<file path="config.mk">
export PLATFORM = sky130hd
export DESIGN_NAME = uart_dec_tx
export DESIGN_NICKNAME = d
export VERILOG_FILES = /design/src/rtl/uart_dec_tx.sv
export SDC_FILE = /design/constraint.sdc
export NUM_CORES = 1
export LEC_CHECK = 0
export CELL_PAD_IN_SITES_DETAIL_PLACEMENT = 1
export CELL_PAD_IN_SITES_GLOBAL_PLACEMENT = 2
export CORE_MARGIN = 2
export CORE_UTILIZATION = 35
export DETAILED_ROUTE_END_ITERATION = 8
export PLACE_DENSITY = 0.76
export SLEW_MARGIN = 10
export SYNTH_ARGS = -nofsm -noshare
export SYNTH_HDL_FRONTEND = slang
export SYNTH_SLANG_ARGS = --single-unit
</file>
<file path="constraint.sdc">
create_clock -name clk -period 4.63 [get_ports clk]
set_input_delay 0.6945 -clock clk [delete_from_list [all_inputs] [get_ports clk]]
set_output_delay 0.6945 -clock clk [all_outputs]
set_load 0.005 [all_outputs]
</file>
<file path="src/rtl/uart_dec_tx.sv">
// 8N1 UART transmitter that sends an 8-bit value as three ASCII decimal digits,
// optionally followed by CR LF.
module uart_dec_tx #(
  parameter int unsigned BAUD_DIV = 5208,
  parameter bit          CRLF_EN  = 1'b1
) (
  input  logic       clk,
  input  logic       rst_n,
  input  logic       tx_start,
  input  logic [7:0] tx_data,
  output logic       tx,
  output logic       busy,
  output logic       done
);

  localparam int unsigned NumChars = CRLF_EN ? 5 : 3;
  localparam logic [15:0] BaudLast = 16'(BAUD_DIV - 1);
  localparam logic [2:0]  CharLast = 3'(NumChars - 1);

  typedef enum logic [1:0] {StIdle, StStart, StData, StStop} state_e;

  state_e      state_q, state_d;
  logic [15:0] baud_q, baud_d;
  logic [3:0]  bit_q, bit_d;
  logic [2:0]  char_q, char_d;
  logic [7:0]  data_q, data_d;
  logic        tx_q, tx_d;
  logic        busy_q, busy_d;
  logic        done_q, done_d;

  logic        accept, bit_end, last_char;
  logic [1:0]  hund;
  logic [7:0]  rem;
  logic [3:0]  tens, ones;
  logic [7:0]  cur_char;

  assign accept    = (state_q == StIdle) && tx_start;
  assign bit_end   = (state_q != StIdle) && (baud_q == BaudLast);
  assign last_char = (char_q == CharLast);

  // Combinational conversion from the latched value; settles long before the first data bit.
  always_comb begin
    hund = 2'd0;
    rem  = data_q;
    if (data_q >= 8'd200) begin
      hund = 2'd2;
      rem  = data_q - 8'd200;
    end else if (data_q >= 8'd100) begin
      hund = 2'd1;
      rem  = data_q - 8'd100;
    end
    tens = 4'(rem / 8'd10);
    ones = 4'(rem % 8'd10);
  end

  always_comb begin
    case (char_q)
      3'd0:    cur_char = 8'h30 + {6'd0, hund};
      3'd1:    cur_char = 8'h30 + {4'd0, tens};
      3'd2:    cur_char = 8'h30 + {4'd0, ones};
      3'd3:    cur_char = 8'h0D;
      default: cur_char = 8'h0A;
    endcase
  end

  // State register
  always_ff @(posedge clk or negedge rst_n) begin
    if (!rst_n) begin
      state_q <= StIdle;
    end else begin
      state_q <= state_d;
    end
  end

  // Next-state logic
  always_comb begin
    state_d = state_q;
    unique case (state_q)
      StIdle:  if (tx_start) state_d = StStart;
      StStart: if (bit_end) state_d = StData;
      StData:  if (bit_end && (bit_q == 4'd8)) state_d = StStop;
      StStop:  if (bit_end) state_d = last_char ? StIdle : StStart;
    endcase
  end

  // Bit index 0 is the start bit, 1..8 the data bits, 9 the stop bit.
  always_comb begin
    baud_d = baud_q;
    bit_d  = bit_q;
    char_d = char_q;
    data_d = data_q;
    if (accept) begin
      data_d = tx_data;
      baud_d = '0;
      bit_d  = '0;
      char_d = '0;
    end else if (state_q != StIdle) begin
      if (bit_end) begin
        baud_d = '0;
        if (bit_q == 4'd9) begin
          bit_d  = '0;
          char_d = last_char ? 3'd0 : char_q + 3'd1;
        end else begin
          bit_d = bit_q + 4'd1;
        end
      end else begin
        baud_d = baud_q + 16'd1;
      end
    end
  end

  // Outputs are computed one cycle ahead and registered so tx is glitch-free.
  always_comb begin
    tx_d   = 1'b1;
    busy_d = (state_d != StIdle);
    done_d = (state_q == StStop) && bit_end && last_char;
    unique case (state_d)
      StIdle:  tx_d = 1'b1;
      StStart: tx_d = 1'b0;
      StData:  tx_d = cur_char[3'(bit_d - 4'd1)];
      StStop:  tx_d = 1'b1;
    endcase
  end

  always_ff @(posedge clk or negedge rst_n) begin
    if (!rst_n) begin
      baud_q <= '0;
      bit_q  <= '0;
      char_q <= '0;
      data_q <= '0;
      tx_q   <= 1'b1;
      busy_q <= 1'b0;
      done_q <= 1'b0;
    end else begin
      baud_q <= baud_d;
      bit_q  <= bit_d;
      char_q <= char_d;
      data_q <= data_d;
      tx_q   <= tx_d;
      busy_q <= busy_d;
      done_q <= done_d;
    end
  end

  assign tx   = tx_q;
  assign busy = busy_q;
  assign done = done_q;

endmodule

</file>
-- Word level (Yosys, flattened, before mapping)
Index checks and enable logic that the tools add are counted.
- flip-flop bits (word level): 36
- input bits: 11
- logic and storage cells: 76
- add/subtract/negate cells: 9
- divide/modulo/power cells: 2
- magnitude comparators: 3
- equality and inequality tests: 13
- muxes and demuxes: 26
- reduce and logical (&&, ||, !) cells: 15
- operators with widths (operator ; number):
    $mux 16 ; 3
    $pmux 7 s4 ; 1
    $add 16x1->16 const B ; 1
    $eq 16x13->1 const B ; 1
    $mux 4 ; 4
    $mux 8 ; 2
    $mux 3 ; 5
    $add 6x4->7 const A ; 2
    $mux 2 ; 5
    $reduce_bool 2->1 ; 5
    $div 8x4->8 const B ; 1
    $eq 2x2->1 const B ; 4
    $eq 4x4->1 const B ; 2
    $ge 8x7->1 const B ; 1
    $ge 8x8->1 const B ; 1
    $mod 8x4->8 const B ; 1
    $pmux 2 s4 ; 1
    $sub 8x7->8 const B ; 1
    $sub 8x8->8 const B ; 1
    $add 6x2->7 const A ; 1
    $eq 3x2->1 const B ; 2
    $logic_and 1x1->1 ; 5
    $add 4x1->4 const B ; 1
    $eq 2x1->1 const B ; 2
    other kinds (12) ; 15

-- Depth between registers and ports, before layout
- word-level depth: 9
- mapped depth: 18
- mapped depth without buffers: 18

-- Worst setup path before layout
OpenSTA, ideal clock, no wires.
- kind: register to register
- start point: reg data_q[3]
- end point: reg tx_q, in the netlist tx
- arrival time: 4059 ps
- data required time: 4541 ps
- path slack: 482 ps
- stages on the path, launching flop included: 18
- period minus slack after synthesis: 4148 ps
- path through: dfrtp_1 > inv_1 > ha_1 > or3b_1 > a211oi_1 > nor3_1 > xnor2_1 > ha_1 > nand2_1 > or4_1 > nand4_2 > o21ai_1 > and2_1 > o32ai_4 > a221oi_2 > a2111oi_0 > o221ai_1 > o32ai_2
- word-level cells in the longest chain between the ends: 9
- elaborated cells between the ends (all ways): 17
- those cells by class: add/sub: 5; div: 2; order compare: 2; mux: 8
- ends and longest elaborated chain (element ; RTL line ; text):
    from (decl) ; 26 ; logic [7:0] data_q, data_d;
    from (signal assigned) ; 138 ; data_q <= data_d;
    $sub 8x7->8 / $ge 8x7->1 (equally long branches) ; 50, 48 ;
    $mux 8 ; 48 ; end else if (data_q >= 8'd100) begin
    $mux 8 ; 45 ; if (data_q >= 8'd200) begin
    $mod 8x4->8 / $div 8x4->8 (equally long branches) ; 53, 52 ;
    $add 6x4->7 (on tied branches) ; 60, 59 ;
    $pmux 7 s4 (*) ; 57 ; case (char_q)
    $bmux 1 s3 (*) ; 120 ; StData: tx_d = cur_char[3'(bit_d - 4'd1)];
    $mux 1 (not written as such) (*) ; 120 ;
    $pmux 1 s3 (*) ; 117 ; unique case (state_d)
    net tx_d ; 27 ; logic tx_q, tx_d;
    to (signal assigned) ; 139 ; tx_q <= tx_d;
    to (decl) ; 27 ;
Mark *: on every way through the listed nets, which the timed path passes. The rest lies on a longest branch. The select of a mux whose other input is x is not followed.
A chain may end at the register's enable or synchronous reset.

-- Worst setup path after layout
- start point: reg data_q[2]
- end point: reg tx_q, in the netlist tx
The elaborated chain is that of the path after synthesis.

==> results_dict.tcl <==
set metrics [dict create \
    slew_violations 0 \
    hold_path_class "reg -> reg" \
    start_kind "flop" \
    synth_edf_count 0 \
    place.detailed.hpwl_microns 6470 \
    reg2reg_depth 17 \
    setup_tns_ns 0 \
    cts_tree "yes" \
    slew_headroom_pct 36.3 \
    vias 2840 \
    worstSetupPathType "reg -> reg" \
    r2r_start "data_q[2]" \
    synth-simple-area-share_pct 25.2 \
    p_leak_nw 1.32 \
    synth_compound_area_share_pct 30.1 \
    crit_slowest_cell "dfrtp_1" \
    status "finished, final reports clean" \
    arrival_ns 4.56 \
    wirelength_microns 8420 \
    fin_cells 491 \
    finalCritPeriodShare_pct 94.4 \
    yosysUniqueCellTypes 74 \
    syn-num-nets 396 \
    io_buffers 13 \
    ant_nets 0 \
    cpMostUsedCell "ha_1" \
    htree_levels 2 \
    antenna_found_initial 0 \
    cp.required_ns 4.82 \
    cp_max_fo 6 \
    drt-vias-per-instance 5.78 \
    die_height_microns 96.7 \
    drc_errors 0 \
    grt_pass1_wl_microns 14700 \
    postCtsHoldBufs 0 \
    ff_latch_area_sq_um 902 \
    synthXorXnorAreaFrac_pct 2.04 \
    track_usage_pct 18.5 \
    cp-end-kind "flop" \
    initial_core_util_pct 36.4 \
    gp_congestion 0.806 \
    fp.dieW_microns 96.7 \
    core_region_area_sq_mm 0.00826 \
    fin_ws_ns 0.261 \
    cp.depth 17 \
    ir_drop_mv 0.130 \
    ctsResizeCount 0 \
    muxShareOfSynthArea_pct 0.832 \
    hold_path_startpoint "baud_q[15]" \
    critPathBufInv 1 \
    fin_crit_ns 4.37 \
    fmax_mhz 229 \
    diodes 0 \
    drv_cap 0 \
    synthAdderAreaFrac_pct 6.99 \
    drive_gt1_share_pct 12.7 \
    crit_path_cell_trace "inv_1 > ha_1 > or3b_4 > a21oi_2 > nor3_1 > xnor2_1 > ha_1 > nand2_1 > or4_1 > nand4_2 > o21ai_1 > and2_1 > o32ai_4 > a221oi_2 > a2111oi_1 > o221ai_1 > o32ai_2" \
    synth-seq-area-share_pct 30.0 \
    synth_area_sq_mm 0.00301 \
    dieArea_sq_mm 0.00935 \
    n_fill_cell 1016 \
    reg2reg_slack_ns 0.26 \
    ys_ff_latch 36 \
    grt_overflow 0 \
    pre_cts_ws_ns 0.192 \
    postCtsSetupRepairBufs 0 \
    postSynthCellCount 369 \
    p_per_area_mw_per_mm2 350 \
    clockBufferDepth 2 \
    holdPathEnd "baud_q[15]" \
    grt_max_degree 37 \
    final_nets 412 \
    layout_common_cells "o21ai_0 (49), nand2_1 (46), dfrtp_1 (35)" \
    syn_avg_cell_area_sq_um 8.15 \
    clkTransAtPathRegs_ns 0.08 \
    std_cell_rows 33 \
    dp_cells 483 \
    crit_family "compound AO/OA/AOI/OAI gates" \
    total_power_mw 1.18 \
    first_global_vias 3067 \
    yosys_warnings 0 \
    cts_root_buffer "clkbuf_8" \
    worst_r2r_endpoint "tx" \
    clk_latency_ns 0.29 \
    area_growth_pct 12.3 \
    first_iter_violations 72 \
    multiInputGateArea_sq_mm 0.00199 \
    setup_viol 0 \
    wl_per_cell_microns 17.2 \
    io-pin-count 14 \
    async_flop_share_pct 100 \
    ys.flop_type "dfrtp_1" \
    clock_skew_ns 0.00913 \
    first_pass_iters 4 \
    hold_violations 0 \
    cts-buffers-inserted 5 \
    synth_top_family_by_area "compound AO/OA/AOI/OAI gates" \
    hold_path_depth 1 \
    final_common_cell "o21ai_0" \
    worstMarginPinSlew_ns 0.953 \
    cts_sinks 36 \
    cp_slowest_stage_delay_ns 0.46 \
]
[where the power goes]
part / switching (mW) / internal (mW)
Sequential: 0.0703 / 0.368
Clock: 0.119 / 0.121
Combinational: 0.298 / 0.206
[flip-flops by register name, summed over array words and instances, names as in the netlist]
register	flops
data_q	8
char_q	3
state_q	2
done	1
busy	1
tx	1
bit_q	4
baud_q	16
[layer usage]
layer	vias up	global-route usage [%]	wire length, microns
li1	1403	-	-
met1	1394	23.3	3920
met2	34	33.8	4250
met3	9	2.17	137
met4	0	4.55	110
met5	-	0	0
[cell families (layout without fill, tap and decap cells)]
| family | count (synthesis) | after routing |
|---|---|---|
| DFF | 36 | 36 |
| adders and majority gates | 17 | 17 |
| muxes | 2 | 2 |
| AOI/OAI and AO/OA | 129 | 129 |
| buffers and inverters | 32 | 49 |
| and+or+nand+nor | 146 | 146 |
| xor gates and xnor gates | 7 | 7 |
[worst max-delay path by stage]
stage                     slack, ns  startpoint  endpoint
final                          0.26   data_q[2]        tx
after floorplan                0.48   data_q[3]        tx
after CTS                      0.14   data_q[3]        tx
after global routing         -0.008   data_q[2]        tx
after detailed placement       0.19   data_q[3]        tx
after global placement         0.43   data_q[3]        tx
[Yosys cell counts (4+ instances only)]
| library cell | number | area (sq um) |
|---|---|---|
| nand2_1 | 46 | 173 |
| nand3_1 | 9 | 45.0 |
| a21oi_1 | 18 | 90.1 |
| and2_1 | 5 | 31.3 |
| nor3_1 | 17 | 85.1 |
| o21ai_0 | 49 | 245 |
| o211ai_1 | 5 | 37.5 |
| ha_1 | 16 | 200 |
| a31oi_1 | 5 | 31.3 |
| dfrtp_1 | 35 | 876 |
| and3_1 | 10 | 62.6 |
| nor4_1 | 4 | 25.0 |
| nor2_1 | 27 | 101 |
| o31a_1 | 4 | 35.0 |
| a22o_1 | 4 | 35.0 |
| a211oi_1 | 6 | 45.0 |
| clkbuf_1 | 7 | 26.3 |
| inv_1 | 18 | 67.6 |
| xnor2_1 | 6 | 52.6 |
| nand4_1 | 4 | 25.0 |
[through the flow]
stage / cell area [sq um] / util [%] / hold slack [ns]
6_report: 3380 / 40.9 / 0.494
5_1_grt: 3380 / 40.9 / 0.558
4_1_cts: 3350 / 40.6 / 0.502
3_5_place_dp: 3260 / 39.4 / 0.492
3_3_place_gp: 3260 / 39.4 / 0.476
2_1_floorplan: 3010 / - / 0.399
[layout make-up]
class,count,share of cell area (%)
clock buffers,7,2.55
multi-input cells,301,58.8
repair buffers,22,5.70
flip-flops and latches,36,26.7
inverters,19,2.11
well taps,105,3.89
clock inverters,1,0.222
(Power assumes the default switching activity.)
